[src/rtl/uart_cfg.sv]
// rtl/uart_cfg.sv - configurable UART transmitter and receiver with one-entry TX holding register
//
// Parameters: CLOCK_FREQUENCY (Hz), BAUD_RATE (bit/s), DATA_BITS (5..9),
//             PARITY (0 none, 1 odd, 2 even), STOP_BITS (1 or 2)
// Ports:
//   clockIN           in   single clock, rising edge
//   resetIN           in   synchronous active-high reset
//   txDataIN          in   word to transmit, LSB first
//   txLoadIN          in   load strobe, accepted while txReadyOUT=1
//   txReadyOUT        out  holding register empty
//   txIdleOUT         out  TX FSM idle and holding register empty
//   txOUT             out  serial line, idles high
//   rxIN              in   asynchronous serial line
//   rxIdleOUT         out  RX FSM idle
//   rxReadyOUT        out  one-cycle pulse per received frame
//   rxDataOUT         out  last received word, held
//   rxParityErrorOUT  out  parity mismatch of last frame, held
//   rxFrameErrorOUT   out  a stop bit of last frame sampled low, held
module uart_cfg #(
    parameter int CLOCK_FREQUENCY = 25_000_000,
    parameter int BAUD_RATE       = 921600,
    parameter int DATA_BITS       = 8,
    parameter int PARITY          = 0,
    parameter int STOP_BITS       = 1
) (
    input  logic                 clockIN,
    input  logic                 resetIN,
    input  logic [DATA_BITS-1:0] txDataIN,
    input  logic                 txLoadIN,
    output logic                 txReadyOUT,
    output logic                 txIdleOUT,
    output logic                 txOUT,
    input  logic                 rxIN,
    output logic                 rxIdleOUT,
    output logic                 rxReadyOUT,
    output logic [DATA_BITS-1:0] rxDataOUT,
    output logic                 rxParityErrorOUT,
    output logic                 rxFrameErrorOUT
);

    localparam int CLKS_PER_BIT = (BAUD_RATE > 0) ? (CLOCK_FREQUENCY / BAUD_RATE) : 0;
    localparam int HALF_BIT     = CLKS_PER_BIT / 2;
    localparam int CNT_W        = (CLKS_PER_BIT < 8) ? 4 : $clog2(CLKS_PER_BIT + 1);

    localparam logic [CNT_W-1:0] BIT_LAST  = CNT_W'(CLKS_PER_BIT - 1);
    localparam logic [CNT_W-1:0] HALF_LAST = CNT_W'(HALF_BIT - 1);
    localparam logic [3:0]       DATA_LAST = 4'(DATA_BITS - 1);
    localparam logic             STOP_LAST = 1'(STOP_BITS - 1);

    generate
        if (CLKS_PER_BIT < 8 || DATA_BITS < 5 || DATA_BITS > 9 || PARITY < 0 || PARITY > 2 ||
            (STOP_BITS != 1 && STOP_BITS != 2)) begin : gParamCheck
            $error("uart_cfg: illegal parameter combination");
        end
    endgenerate

    typedef enum logic [2:0] {IDLE, START, DATA, PAR, STOP} uartState;

    // Even mode: parity bit equals XOR of data. Odd mode: its complement.
    function automatic logic parityBit(input logic [DATA_BITS-1:0] d);
        return (PARITY == 1) ? ~(^d) : (^d);
    endfunction

    // ---------------------------------------------------------------- TX
    uartState               txState;
    logic [CNT_W-1:0]       txCnt;
    logic [3:0]             txBitIdx;
    logic                   txStopIdx;
    logic [DATA_BITS-1:0]   txShift;
    logic                   txParBit;
    logic [DATA_BITS-1:0]   holdData;
    logic                   holdFull;
    logic                   txBitEnd;

    assign txBitEnd   = (txCnt == BIT_LAST);
    assign txReadyOUT = ~holdFull;
    assign txIdleOUT  = (txState == IDLE) && !holdFull;

    always_ff @(posedge clockIN) begin
        if (resetIN) begin
            txState   <= IDLE;
            txCnt     <= '0;
            txBitIdx  <= '0;
            txStopIdx <= 1'b0;
            txShift   <= '0;
            txParBit  <= 1'b0;
            holdData  <= '0;
            holdFull  <= 1'b0;
            txOUT     <= 1'b1;
        end else begin
            // Load and transfer are mutually exclusive: one needs the holding register empty, the other full.
            if (txLoadIN && !holdFull) begin
                holdData <= txDataIN;
                holdFull <= 1'b1;
            end
            case (txState)
                IDLE: begin
                    txOUT <= 1'b1;
                    txCnt <= '0;
                    if (holdFull) begin
                        txShift  <= holdData;
                        txParBit <= parityBit(holdData);
                        holdFull <= 1'b0;
                        txOUT    <= 1'b0;
                        txState  <= START;
                    end
                end
                START: begin
                    if (txBitEnd) begin
                        txCnt    <= '0;
                        txBitIdx <= '0;
                        txOUT    <= txShift[0];
                        txState  <= DATA;
                    end else begin
                        txCnt <= txCnt + CNT_W'(1);
                    end
                end
                DATA: begin
                    if (txBitEnd) begin
                        txCnt <= '0;
                        if (txBitIdx == DATA_LAST) begin
                            txStopIdx <= 1'b0;
                            if (PARITY != 0) begin
                                txOUT   <= txParBit;
                                txState <= PAR;
                            end else begin
                                txOUT   <= 1'b1;
                                txState <= STOP;
                            end
                        end else begin
                            txShift  <= txShift >> 1;
                            txOUT    <= txShift[1];
                            txBitIdx <= txBitIdx + 4'd1;
                        end
                    end else begin
                        txCnt <= txCnt + CNT_W'(1);
                    end
                end
                PAR: begin
                    if (txBitEnd) begin
                        txCnt   <= '0;
                        txOUT   <= 1'b1;
                        txState <= STOP;
                    end else begin
                        txCnt <= txCnt + CNT_W'(1);
                    end
                end
                STOP: begin
                    if (txBitEnd) begin
                        txCnt <= '0;
                        if (txStopIdx == STOP_LAST) begin
                            // A pending word starts right here so consecutive frames have no idle gap.
                            if (holdFull) begin
                                txShift  <= holdData;
                                txParBit <= parityBit(holdData);
                                holdFull <= 1'b0;
                                txOUT    <= 1'b0;
                                txState  <= START;
                            end else begin
                                txOUT   <= 1'b1;
                                txState <= IDLE;
                            end
                        end else begin
                            txStopIdx <= 1'b1;
                        end
                    end else begin
                        txCnt <= txCnt + CNT_W'(1);
                    end
                end
                default: begin
                    txOUT   <= 1'b1;
                    txState <= IDLE;
                end
            endcase
        end
    end

    // ---------------------------------------------------------------- RX
    uartState               rxState;
    logic                   rxMeta;
    logic                   rxSync;
    logic                   rxArmed;
    logic [CNT_W-1:0]       rxCnt;
    logic [3:0]             rxBitIdx;
    logic                   rxStopIdx;
    logic [DATA_BITS-1:0]   rxShift;
    logic                   rxParSample;
    logic                   rxStopErr;
    logic                   rxBitEnd;

    assign rxBitEnd  = (rxCnt == BIT_LAST);
    assign rxIdleOUT = (rxState == IDLE);

    always_ff @(posedge clockIN) begin
        if (resetIN) begin
            rxMeta           <= 1'b1;
            rxSync           <= 1'b1;
            rxArmed          <= 1'b0;
            rxState          <= IDLE;
            rxCnt            <= '0;
            rxBitIdx         <= '0;
            rxStopIdx        <= 1'b0;
            rxShift          <= '0;
            rxParSample      <= 1'b0;
            rxStopErr        <= 1'b0;
            rxReadyOUT       <= 1'b0;
            rxDataOUT        <= '0;
            rxParityErrorOUT <= 1'b0;
            rxFrameErrorOUT  <= 1'b0;
        end else begin
            rxMeta     <= rxIN;
            rxSync     <= rxMeta;
            rxReadyOUT <= 1'b0;
            case (rxState)
                IDLE: begin
                    rxCnt <= '0;
                    // A start bit is only accepted once the line has been seen high, so a
                    // line stuck low after a framing error does not retrigger reception.
                    if (rxSync) begin
                        rxArmed <= 1'b1;
                    end else if (rxArmed) begin
                        rxArmed <= 1'b0;
                        rxState <= START;
                    end
                end
                START: begin
                    if (rxCnt == HALF_LAST) begin
                        rxCnt <= '0;
                        if (rxSync) begin
                            rxState <= IDLE;
                        end else begin
                            rxBitIdx <= '0;
                            rxState  <= DATA;
                        end
                    end else begin
                        rxCnt <= rxCnt + CNT_W'(1);
                    end
                end
                DATA: begin
                    if (rxBitEnd) begin
                        rxCnt   <= '0;
                        rxShift <= {rxSync, rxShift[DATA_BITS-1:1]};
                        if (rxBitIdx == DATA_LAST) begin
                            rxStopIdx <= 1'b0;
                            rxStopErr <= 1'b0;
                            rxState   <= (PARITY != 0) ? PAR : STOP;
                        end else begin
                            rxBitIdx <= rxBitIdx + 4'd1;
                        end
                    end else begin
                        rxCnt <= rxCnt + CNT_W'(1);
                    end
                end
                PAR: begin
                    if (rxBitEnd) begin
                        rxCnt       <= '0;
                        rxParSample <= rxSync;
                        rxState     <= STOP;
                    end else begin
                        rxCnt <= rxCnt + CNT_W'(1);
                    end
                end
                STOP: begin
                    if (rxBitEnd) begin
                        rxCnt <= '0;
                        if (rxStopIdx == STOP_LAST) begin
                            rxDataOUT        <= rxShift;
                            rxParityErrorOUT <= (PARITY != 0) && (rxParSample != parityBit(rxShift));
                            rxFrameErrorOUT  <= rxStopErr | ~rxSync;
                            rxReadyOUT       <= 1'b1;
                            rxState          <= IDLE;
                        end else begin
                            rxStopErr <= ~rxSync;
                            rxStopIdx <= 1'b1;
                        end
                    end else begin
                        rxCnt <= rxCnt + CNT_W'(1);
                    end
                end
                default: rxState <= IDLE;
            endcase
        end
    end

endmodule

[config.mk]
export PLATFORM = sky130hd
export DESIGN_NAME = uart_cfg
export DESIGN_NICKNAME = d
export VERILOG_FILES = /design/src/rtl/uart_cfg.sv
export SDC_FILE = /design/constraint.sdc
export NUM_CORES = 1
export LEC_CHECK = 0
export ABC_AREA = 1
export BUFFER_PORTS_ARGS = -buffer_cell sky130_fd_sc_hd__buf_2
export CORE_MARGIN = 8
export CORE_UTILIZATION = 40
export CTS_BUF_LIST = sky130_fd_sc_hd__clkbuf_8
export DETAILED_ROUTE_END_ITERATION = 7
export PLACE_DENSITY = 0.56
export SYNTH_ARGS = -nofsm -noshare
export SYNTH_HDL_FRONTEND = slang
export SYNTH_SLANG_ARGS = --single-unit
[constraint.sdc]
create_clock -name clockIN -period 1.7 [get_ports clockIN]
set_input_delay 0.255 -clock clockIN [delete_from_list [all_inputs] [get_ports clockIN]]
set_output_delay 0.255 -clock clockIN [all_outputs]
set_load 0.02 [all_outputs]
# Yosys cells after proc, flatten, opt, wreduce, memory -nomap -nowiden
# Index checks and enable logic that the tools add are counted.
# classes
addsub,4
n_eq_ne,32
n_mux,67
n_bitwise,6
n_reduce_logical,26
# op_table
cell,count
$mux 3,15
$mux 8,5
$ne 2x2->1 const B,18
$pmux 3 s5,2
$mux 4,7
$mux 1,24
$pmux 8 s3,1
$reduce_and 5->1,4
$pmux 4 s2,2
$mux 5,3
$pmux 5 s3,1
$eq 3x2->1 const B,4
$reduce_and 4->1,3
$add 5x1->5 const B,2
$eq 5x5->1 const B,2
$pmux 5 s2,1
$reduce_bool 2->1,5
$add 4x1->4 const B,2
$eq 4x3->1 const B,2
$pmux 1 s2,4
$reduce_and 8->1,1
$reduce_and 7->1,1
$eq 3x1->1 const B,2
$eq 3x3->1 const B,2
other kinds (14),22
# word_totals
ff_bits,66
word_cells,155

# Logic depth before layout (Yosys ltp)
# Gate-level depths: netlist of run 1.
# logic_depth
word_depth,7
depth_mapped,11

# Least setup slack after synthesis of run 1
# Ideal clock, no wire load.
# synth_timing
path_kind,flip-flop to flip-flop
startpoint,register txCnt[0]
endpoint,register txShift[5]
setup_ns,0.114
t_arrival_ns,1.364
setup_slack_ns,0.222
stages_incl_launch_ff,11
path_buffers,1
synth_period_minus_slack_ns,1.478
path_cell_list,dfxtp_1 inv_1 ha_1 nand4_1 nand2_1 nand2_2 nor2_8 buf_12 nand2_2 nand2_1 nor2_2
# synth_between
elab_chain_len,3
word_cells_on_any_way,4
classes_between,eq/ne (3); reduce/logical (1)
# synth_lines
element,line_no,rtl
"start, declared",66,logic [CNT_W-1:0] txCnt;
"start signal, assigned",115,txCnt <= txCnt + CNT_W'(1);
"start signal, assigned",136,txCnt <= txCnt + CNT_W'(1);
"start signal, assigned",145,txCnt <= txCnt + CNT_W'(1);
$eq 5x5->1 *,75,assign txBitEnd = (txCnt == BIT_LAST);
$ne 2x2->1 (no line),--,
$reduce_and 5->1 (no line) *,--,
"end signal, assigned",101,txShift <= holdData;
"end signal, assigned",131,txShift <= txShift >> 1;
"end signal, assigned",154,txShift <= holdData;
"end, declared",69,logic [DATA_BITS-1:0] txShift;
# Every way passes the cells marked *; elsewhere a longest branch is shown, timed or not.
# A chain may end at the register's enable or synchronous reset.

# Worst setup path after layout of run 1
# layout_timing
startpoint,register rxState[2]
endpoint,output rxIdleOUT
# layout_between
elab_chain_len,1
# layout_lines
element,line_no,rtl
"start, declared",179,uartState rxState;
"start signal, assigned",246,rxState <= (PARITY != 0) ? PAR : STOP;
$logic_not 3->1,192,assign rxIdleOUT = (rxState == IDLE);
"end, declared",34,"output logic rxIdleOUT,"
# No other way between the ends.

==> flow_summary.ini, run 1 <==
[outcome]
status = finished clean

[pwr]
switching_share_pct = 35.9
p_leak_uw = 0.00164
p_clk_share_pct = 27.3
power.density_nw_per_um2 = 1290
power.switching_uw = 1650
vdd_drop_max_mv = 0.456
pwr-share-seq_pct = 40.4
pwr-share-comb_pct = 32.3
intPower_uw = 2950

[place]
portBuffers = 25
routabilityCongestion = 0.886
dp_hpwl_um = 4620

[yosys]
synthArstFlopShare_pct = 0
synth_top_area_cell = dfxtp_1
synth_cells = 444
synthFlopType = dfxtp_1
post_synth_instance_area_um2 = 3040
syn_nets = 463
synth-seq-cells = 64
ys_types = 29
ys_seq_area_share_pct = 42.2
ys_warn_count = 0
synth-edff-count = 0
synth_top_cell_area_share_pct = 42.2
synth_area_leaders = dfxtp_1, nand2_1, nor2_1
syn_avg_cell_area_um2 = 6.84

[die]
die_w_um = 103
core_area_um2 = 7290
num_rows = 31
initial_core_util_pct = 41.6
ioPinCount = 27
die_h_um = 103
die_area_um2 = 10600

[cts]
cts_tree = yes
worst_setup_hold_path_clk_slew_ps = 70
cts_buffer_depth = 2
clk_root_buffer_cell = clkbuf_8
clock_sinks = 64
clock_latency_ps = 330
cts_made_buffers = 9
htreeDepth = 3

[grt]
grt_util_all_layers_pct = 13.0
antenna_found_initial = 0
globalRouteOverflowTotal = 0
grt_max_degree = 26
grt_pass1_wl_um = 10900
grt_pass1_vias = 2466

[final_layout]
post-route-util_pct = 48.7
final_nets = 504
final_layout_size_suffix_gt1_share_pct = 17.8
final_cell_mix = nand2_1, nor2_1, dfxtp_1
final_common_cell = nand2_1
area_growth_pct = 17.1
num_antenna_cells = 0

[critical_path]
slowest_delay_ps = 330
reg2reg_to = txShift[5]
r2r-start = txState[1]
start_kind = flip-flop
crit_arrival_ps = 1320
cp_max_fo = 5
crit_chain = inv_1, nand2_1, nor2_1, buf_2
critPathKind = reg2out
required_ps = 1440
r2r_slack_ps = 120
worst_path_max_delay_cell = dfxtp_1
critPathCaptureType = output pin
ff2ff_path_depth = 9

[sta]
min_period_ps = 1580
skew_ps = 5.94
setup_tns_ps = 0
hold_viol_final = 0
slew_viol_final = 0
max_freq_mhz = 634
fin_crit_sh_pct = 92.8
rsz0062_at_grt = true
setup-violations-final = 0
whs_ps = 110

[min_path]
hold_start = rxIN
hold_class = in2reg
holdPathStages = 2
hold_path_end = rxMeta

[route]
drt_iter0_markers = 91
drc = 0
wirelength_um = 6350
firstDrtPassIters = 4
routed-wl-met3_um = 287
viasPerCell = 4.68
wl_met1_um = 3190
dr_total_vias = 2749
dr.max_layer_used = met4
route.met2.wl_um = 2740
wl_per_cell_um = 10.8
ant_nets = 0

[flow_run]
drv_cap = 0
[per-stage QoR]
step | cell area (um^2) | power [uW] | setup WS, ps | cells
final | 3550 | 4600 | 122 | 588
after global routing | 3550 | 4980 | -6.69 | 588
after CTS | 3470 | 4560 | 32.2 | 582
after detailed placement | 3290 | 3280 | 41.4 | 567
after global placement | 3290 | 3260 | 122 | 567
after floorplan | 3040 | 2960 | 222 | 444
[Yosys cell counts (2+ instances only)]
master,number
inv_1,43
dfxtp_1,64
nand3_1,17
ha_1,7
nand2_2,5
nor2_1,96
nand2_1,104
a21oi_1,17
xor2_1,6
inv_2,3
nand2_4,2
o21ai_0,36
nand4_1,9
or2_2,2
clkinv_1,2
nor2_2,11
o211ai_1,2
buf_2,3
clkbuf_1,5
[flip-flops by register name, indices dropped and copies added (netlist names), 3 cells and up]
register and flops:
rxShift 8, rxBitIdx 4, rxState 3, txBitIdx 4, rxDataOUT 8, txState 3, txCnt 5, holdData 8
txShift 8, rxCnt 5
[worst max path at each step]
stage	start	end	slack (ps)
global route	rxState[2]	rxIdleOUT	-7
finish	rxState[2]	rxIdleOUT	120
global placement	txCnt[0]	txShift[0]	120
detailed placement	txCnt[0]	txShift[4]	40
floorplan	txCnt[0]	txShift[5]	220
CTS	txCnt[0]	txShift[4]	30
[metal layers]
| metal | up-vias | global-route usage [%] |
|---|---|---|
| met5 | - | 0 |
| met4 | 0 | 6.90 |
| met3 | 12 | 3.11 |
| met2 | 47 | 19.8 |
| met1 | 1213 | 16.6 |
| li1 | 1477 | - |
[power groups by stage]
stage,registers (uW),logic [uW],clock network (uW)
after floorplan,1870,1100,0
after global placement,1880,1380,0
after detailed placement,1880,1400,0
after CTS,1850,1410,1290
after global routing,1890,1720,1370
final,1860,1490,1260
[what timing repair did]
item,CTS,global route
hold buffers,0,0
setup buffers,0,5
resized for setup,0,11
hold endpoints to repair,0,0
setup endpoints to repair,0,29
[area by class of cell]
class | instances | area (um^2)
clock inverters | 5 | 48.8
clock buffers | 10 | 138
repair buffers | 40 | 238
multi-input cells | 322 | 1540
well taps | 99 | 124
flip-flops and latches | 64 | 1280
inverters | 48 | 184
fillers | 795 | 3740
[critical path: cells and delay by family (launching register included)]
family                 cells  cell delay, ps
DFF                        1             330
and+or+nand+nor            2             340
buffers and inverters      2             330
[cells by family after synthesis]
kind of cell	after synthesis	synth area share, %
other	1	0.123
DFF	64	42.2
buffers and inverters	59	8.32
and+or+nand+nor	250	35.1
AOI/OAI and AO/OA	57	9.64
xor gates and xnor gates	6	1.73
adders and majority gates	7	2.88
Power figures use the tool's default switching activity.
==> run 2, diff against run 1 <==
--- a/config.mk
+++ b/config.mk
@@ -11,6 +11,7 @@
 export CORE_UTILIZATION = 40
 export CTS_BUF_LIST = sky130_fd_sc_hd__clkbuf_8
 export DETAILED_ROUTE_END_ITERATION = 7
+export MAX_ROUTING_LAYER = met4
 export PLACE_DENSITY = 0.56
 export SYNTH_ARGS = -nofsm -noshare
 export SYNTH_HDL_FRONTEND = slang
==> constraint.sdc (replaced) <==
create_clock -name clockIN -period 1.8 [get_ports clockIN]
set_input_delay 0.27 -clock clockIN [delete_from_list [all_inputs] [get_ports clockIN]]
set_output_delay 0.27 -clock clockIN [all_outputs]
set_load 0.02 [all_outputs]
==> run 2 against run 1 <==
Design area down 2.2%. Worst hold slack better by 26 ps. Power is 8.9% lower. Via count decreased by 2.7%. Sequential share of layout area rose by 0.82 points. Count of clock-buffer cells in the layout is 2 higher. Combinational power shrank 10%. Die area stayed put. Core utilization decreased by 1.1 points. Setup slack better by 39 ps. Global-route usage increased by 0.16 points. Critical endpoint is now txIdleOUT. Largest power group unchanged.
==> flow_summary.ini, run 2 (synthesis results as in run 1) <==
[final_layout]
fin_area_um2 = 3480
final_common_cell = nand2_1
seqCellArea_um2 = 1280
final_layout_size_suffix_gt1_share_pct = 15.5
final_nets = 499
multi_input_area_um2 = 1510
post-route-util_pct = 47.7
area_growth_pct = 14.5
fillers = 792
num_antenna_cells = 0
final_cell_mix = nand2_1, nor2_1, dfxtp_1

[critical_path]
critPathCaptureType = output pin
r2r_slack_ps = 170
crit_chain = nor2_2, nand2_1, nor2_1, buf_2
start_kind = flip-flop
critPathKind = reg2out
slowest_delay_ps = 370
crit_arrival_ps = 1370
required_ps = 1530
cp_max_fo = 5
worst_path_max_delay_cell = dfxtp_1

[sta]
max_freq_mhz = 610
min_period_ps = 1640
slew_viol_final = 0
hold_viol_final = 0
setup-violations-final = 0
fin_crit_sh_pct = 91.1
setup_tns_ps = 0
skew_ps = 5.70
setup_slack_ps = 161
whs_ps = 137
rsz0062_at_grt = false

[route]
firstDrtPassIters = 4
wirelength_um = 6280
drc = 0
wl_per_cell_um = 10.8
dr_total_vias = 2676
ant_nets = 0
drt_iter0_markers = 137
viasPerCell = 4.60

[place]
pre_cts_slack_ps = 166
routabilityCongestion = 0.898
dp_hpwl_um = 4520
dpl_cell_area_um2 = 3270
portBuffers = 25

[pwr]
p_leak_uw = 0.00161
pwr-share-seq_pct = 41.8
intPower_uw = 2680
power.switching_uw = 1510
vdd_drop_max_mv = 0.464
p_clk_share_pct = 26.2
switching_share_pct = 36.1
pwr-share-comb_pct = 32.0
power.density_nw_per_um2 = 1210

[die]
initial_core_util_pct = 41.6
die_h_um = 103
ioPinCount = 27
die_area_um2 = 10600
die_w_um = 103
core_area_um2 = 7290
num_rows = 31

[grt]
grt_busiest_layer = met2
grt_util_all_layers_pct = 13.1
antenna_found_initial = 0
globalRouteOverflowTotal = 0
grt_max_degree = 26
use_met3_pct = 2.70
met1_usage_pct = 16.5
grtUsageMet2_pct = 19.0
grt_pass1_vias = 2425
grt_pass1_wl_um = 10700

[flow_run]
drv_cap = 0

[cts]
clock_latency_ps = 330
cts_tree = yes
worst_setup_hold_path_clk_slew_ps = 70
cts_made_buffers = 9
clock_sinks = 64
cts_buffer_depth = 2
clk_root_buffer_cell = clkbuf_8
htreeDepth = 3

[outcome]
status = finished clean

[min_path]
hold_class = in2reg
run 2: cell count changes in the layout (fill, tap and decap cells not counted), sizes merged:
cell / change
nor2: -1
buf: -4
inv: +1
clkinvlp: -1
clkinv: -2
clkbuf: +2
bufinv: -1
run 2: layout make-up:
| cell class | count | share of cell area, % |
|---|---|---|
| Clock buffer | 12 | 4.75 |
| Clock inverter | 2 | 0.216 |
| Inverter | 48 | 5.18 |
| Multi-Input combinational cell | 321 | 43.4 |
| Sequential cell | 64 | 36.9 |
| Tap cell | 99 | 3.56 |
| Timing Repair Buffer | 36 | 5.98 |
run 2: routing by layer:
layer	share of wire (%)	wire length, um
met4	2.5	155
met5	0	0
met3	5.2	329
met1	53	3300
met2	40	2500
run 2: worst paths after layout:
kind,startpoint,endpoint,depth (start not counted)
worst min-delay path,rxIN,rxMeta,2
worst min register to register,rxMeta,rxSync,1
worst max-delay path,txState[0],txIdleOUT,4
worst max register to register,txCnt[0],txShift[4],10
run 2: through the flow:
stage / total power [uW] / std cells
2_1_floorplan: 2800 / 444
3_3_place_gp: 3060 / 564
3_5_place_dp: 3080 / 564
4_1_cts: 4200 / 578
5_1_grt: 4520 / 582
6_report: 4190 / 582
run 2: repair_timing:
item	in CTS	in global routing
setup endpoints to repair	0	6
hold endpoints to repair	0	0
hold buffers	0	0
setup buffers	0	4
gates resized for setup	0	3
run 2: worst max-delay path, delay by kind of cell (launching register included):
| family | cells | cell delay, ps |
|---|---|---|
| buf+inv | 1 | 190 |
| simple gates | 3 | 480 |
| flops | 1 | 370 |
run 2: power groups by stage:
stage / combinational (uW) / sequential [uW] / clock, uW
floorplan: 1040 / 1760 / 0
global placement: 1290 / 1780 / 0
detailed placement: 1300 / 1780 / 0
CTS: 1300 / 1750 / 1140
global route: 1540 / 1780 / 1200
finish: 1340 / 1750 / 1100
==> run 3, diff against run 2 <==
--- a/config.mk
+++ b/config.mk
@@ -5,7 +5,6 @@
 export SDC_FILE = /design/constraint.sdc
 export NUM_CORES = 1
 export LEC_CHECK = 0
-export ABC_AREA = 1
 export BUFFER_PORTS_ARGS = -buffer_cell sky130_fd_sc_hd__buf_2
 export CORE_MARGIN = 8
 export CORE_UTILIZATION = 40
==> run 3 against run 2 <==
Via count fell by 5.2%. Power is 25% lower. Register-to-register slack worse by 110 ps. Sequential power down 14%. Sequential cell count unchanged.
==> flow_summary.ini, run 3 <==
[sta]
min_period_ps = 1740
fin_crit_sh_pct = 96.6
whs_ps = 114
slew_headroom_pct = 65.1
rsz0062_at_grt = true
hold_viol_final = 0
setup-violations-final = 0
max_freq_mhz = 575
skew_ps = 10.3
tightestPinTransition_ps = 523
slew_viol_final = 0

[critical_path]
crit_arrival_ps = 2010
cp_max_fo = 7
reg2reg_to = rxBitIdx[1]
critical_path_buf_inv_count = 0
worst_path_max_delay_cell = or3b_4
r2r_slack_ps = 60
slowest_delay_ps = 420
cp_top_family = simple AND/OR/NAND/NOR gates
critPathKind = reg2reg
start_kind = flip-flop
ff2ff_path_depth = 4
r2r-start = rxState[0]
critPathCaptureType = flip-flop
required_ps = 2070
crit_chain = or3b_4, o31a_1, or3_1, a21oi_1

[die]
initial_core_util_pct = 41.5
core_area_um2 = 7290
die_area_um2 = 10600
num_rows = 31
die_h_um = 103
die_w_um = 103
ioPinCount = 27

[yosys]
synth-edff-count = 0
ys_seq_area_share_pct = 42.3
post_synth_instance_area_um2 = 3030
ys_types = 57
synth_top_cell_area_share_pct = 42.3
ys_warn_count = 0
synth_cells = 347
synth_area_leaders = dfxtp_1, mux2i_1, nand2_1
syn_nets = 366
synth_top_area_cell = dfxtp_1
syn_avg_cell_area_um2 = 8.73
synthArstFlopShare_pct = 0
synth-seq-cells = 64
yosysMostFrequentCell = dfxtp_1
ys_top_cells_by_count = dfxtp_1, nand2_1, a21oi_1
synthFlopType = dfxtp_1

[final_layout]
final_common_cell = dfxtp_1
fin_area_um2 = 3620
post-route-util_pct = 49.6
final_nets = 407
num_antenna_cells = 0
final_cell_mix = dfxtp_1, nand2_1, a21oi_1
final_layout_size_suffix_gt1_share_pct = 20.1
area_growth_pct = 19.5

[grt]
antenna_found_initial = 0
grt_max_degree = 24
globalRouteOverflowTotal = 0
grt_util_all_layers_pct = 13.4
grt_pass1_wl_um = 11100
grt_pass1_vias = 2437

[pwr]
switching_share_pct = 28.0
intPower_uw = 2270
power.density_nw_per_um2 = 873
pwr-share-seq_pct = 47.7
vdd_drop_max_mv = 0.548
pwr-share-comb_pct = 13.0
p_leak_uw = 0.00150
p_clk_share_pct = 39.4
power.switching_uw = 885

[cts]
cts_tree = yes
clock_latency_ps = 340
worst_setup_hold_path_clk_slew_ps = 70
cts_buffer_depth = 2
htreeDepth = 3
cts_made_buffers = 9
clock_sinks = 64
clk_root_buffer_cell = clkbuf_8

[route]
dr_total_vias = 2536
firstDrtPassIters = 4
viasPerCell = 5.15
wirelength_um = 6500
drc = 0
ant_nets = 0
drt_iter0_markers = 73
wl_per_cell_um = 13.2

[place]
portBuffers = 25
dpl_cell_area_um2 = 3380
dp_hpwl_um = 4600
routabilityCongestion = 0.825

[flow_run]
drv_cap = 0

[min_path]
hold_path_end = rxMeta
hold_class = in2reg
holdPathStages = 2
hold_start = rxIN

[outcome]
status = finished clean
run 3: worst max-delay path by stage:
stage	cells past startpoint	endpoint	slack (ps)	startpoint
final	4	rxBitIdx[1]	60	rxState[0]
after global routing	6	rxState[0]	-30	rxCnt[0]
after CTS	7	txCnt[4]	20	txCnt[0]
after floorplan	7	txShift[0]	6	txCnt[0]
after global placement	6	rxState[1]	80	rxCnt[0]
after detailed placement	6	rxState[1]	-20	rxCnt[0]
run 3: kinds of logic after synthesis:
kind of cell / share of synthesized area [%]
simple gates: 26.1
compound gates: 15.2
flops: 42.3
mux: 9.21
buf+inv: 3.88
fa+ha+maj: 2.89
other cells: 0.124
xor+xnor: 0.289
run 3: timing repair:
item                       CTS  global route
hold buffers                 0             0
pin swaps                    1             3
resized for setup            1             9
setup buffers                0             1
hold endpoints to repair     0             0
gates cloned                 0             0
setup endpoints to repair    1             8
run 3: per-layer routing:
layer  GRT usage (%)  wire, um
met2            21.2      3050
met1            16.3      3140
met5               -         0
met4            4.67        80
met3            3.44       220
run 3: cell type report:
type	count	area, um^2
fillers	734	3670
inverters	8	30.0
multi-input cells	256	1670
clock buffers	9	124
repair buffers	49	318
clock inverters	7	72.6
flip-flops and latches	64	1280
well taps	99	124
run 3: power by group through the flow:
stage               clock network (uW)  registers, uW  logic, uW
floorplan                            0           1530        273
global placement                     0           1540        388
detailed placement                   0           1540        393
CTS                               1270           1500        398
global route                      1340           1520        456
finish                            1240           1510        410
run 3: worst register-to-register path: stages (launching register included):
cell,delay [ps]
dfxtp_1,390
or3b_4,420
o31a_1,360
or3_1,360
a21oi_1,140
run 3: per-stage QoR:
step	total power, uW	std cells	TNS (ps)	worst slack [ps]
2_1_floorplan	1800	347	0	5.57
3_3_place_gp	1920	475	0	79.1
3_5_place_dp	1930	475	-17.4	-17.4
4_1_cts	3170	491	0	16.7
5_1_grt	3310	492	-55.7	-30.4
6_report	3160	492	0	61.1
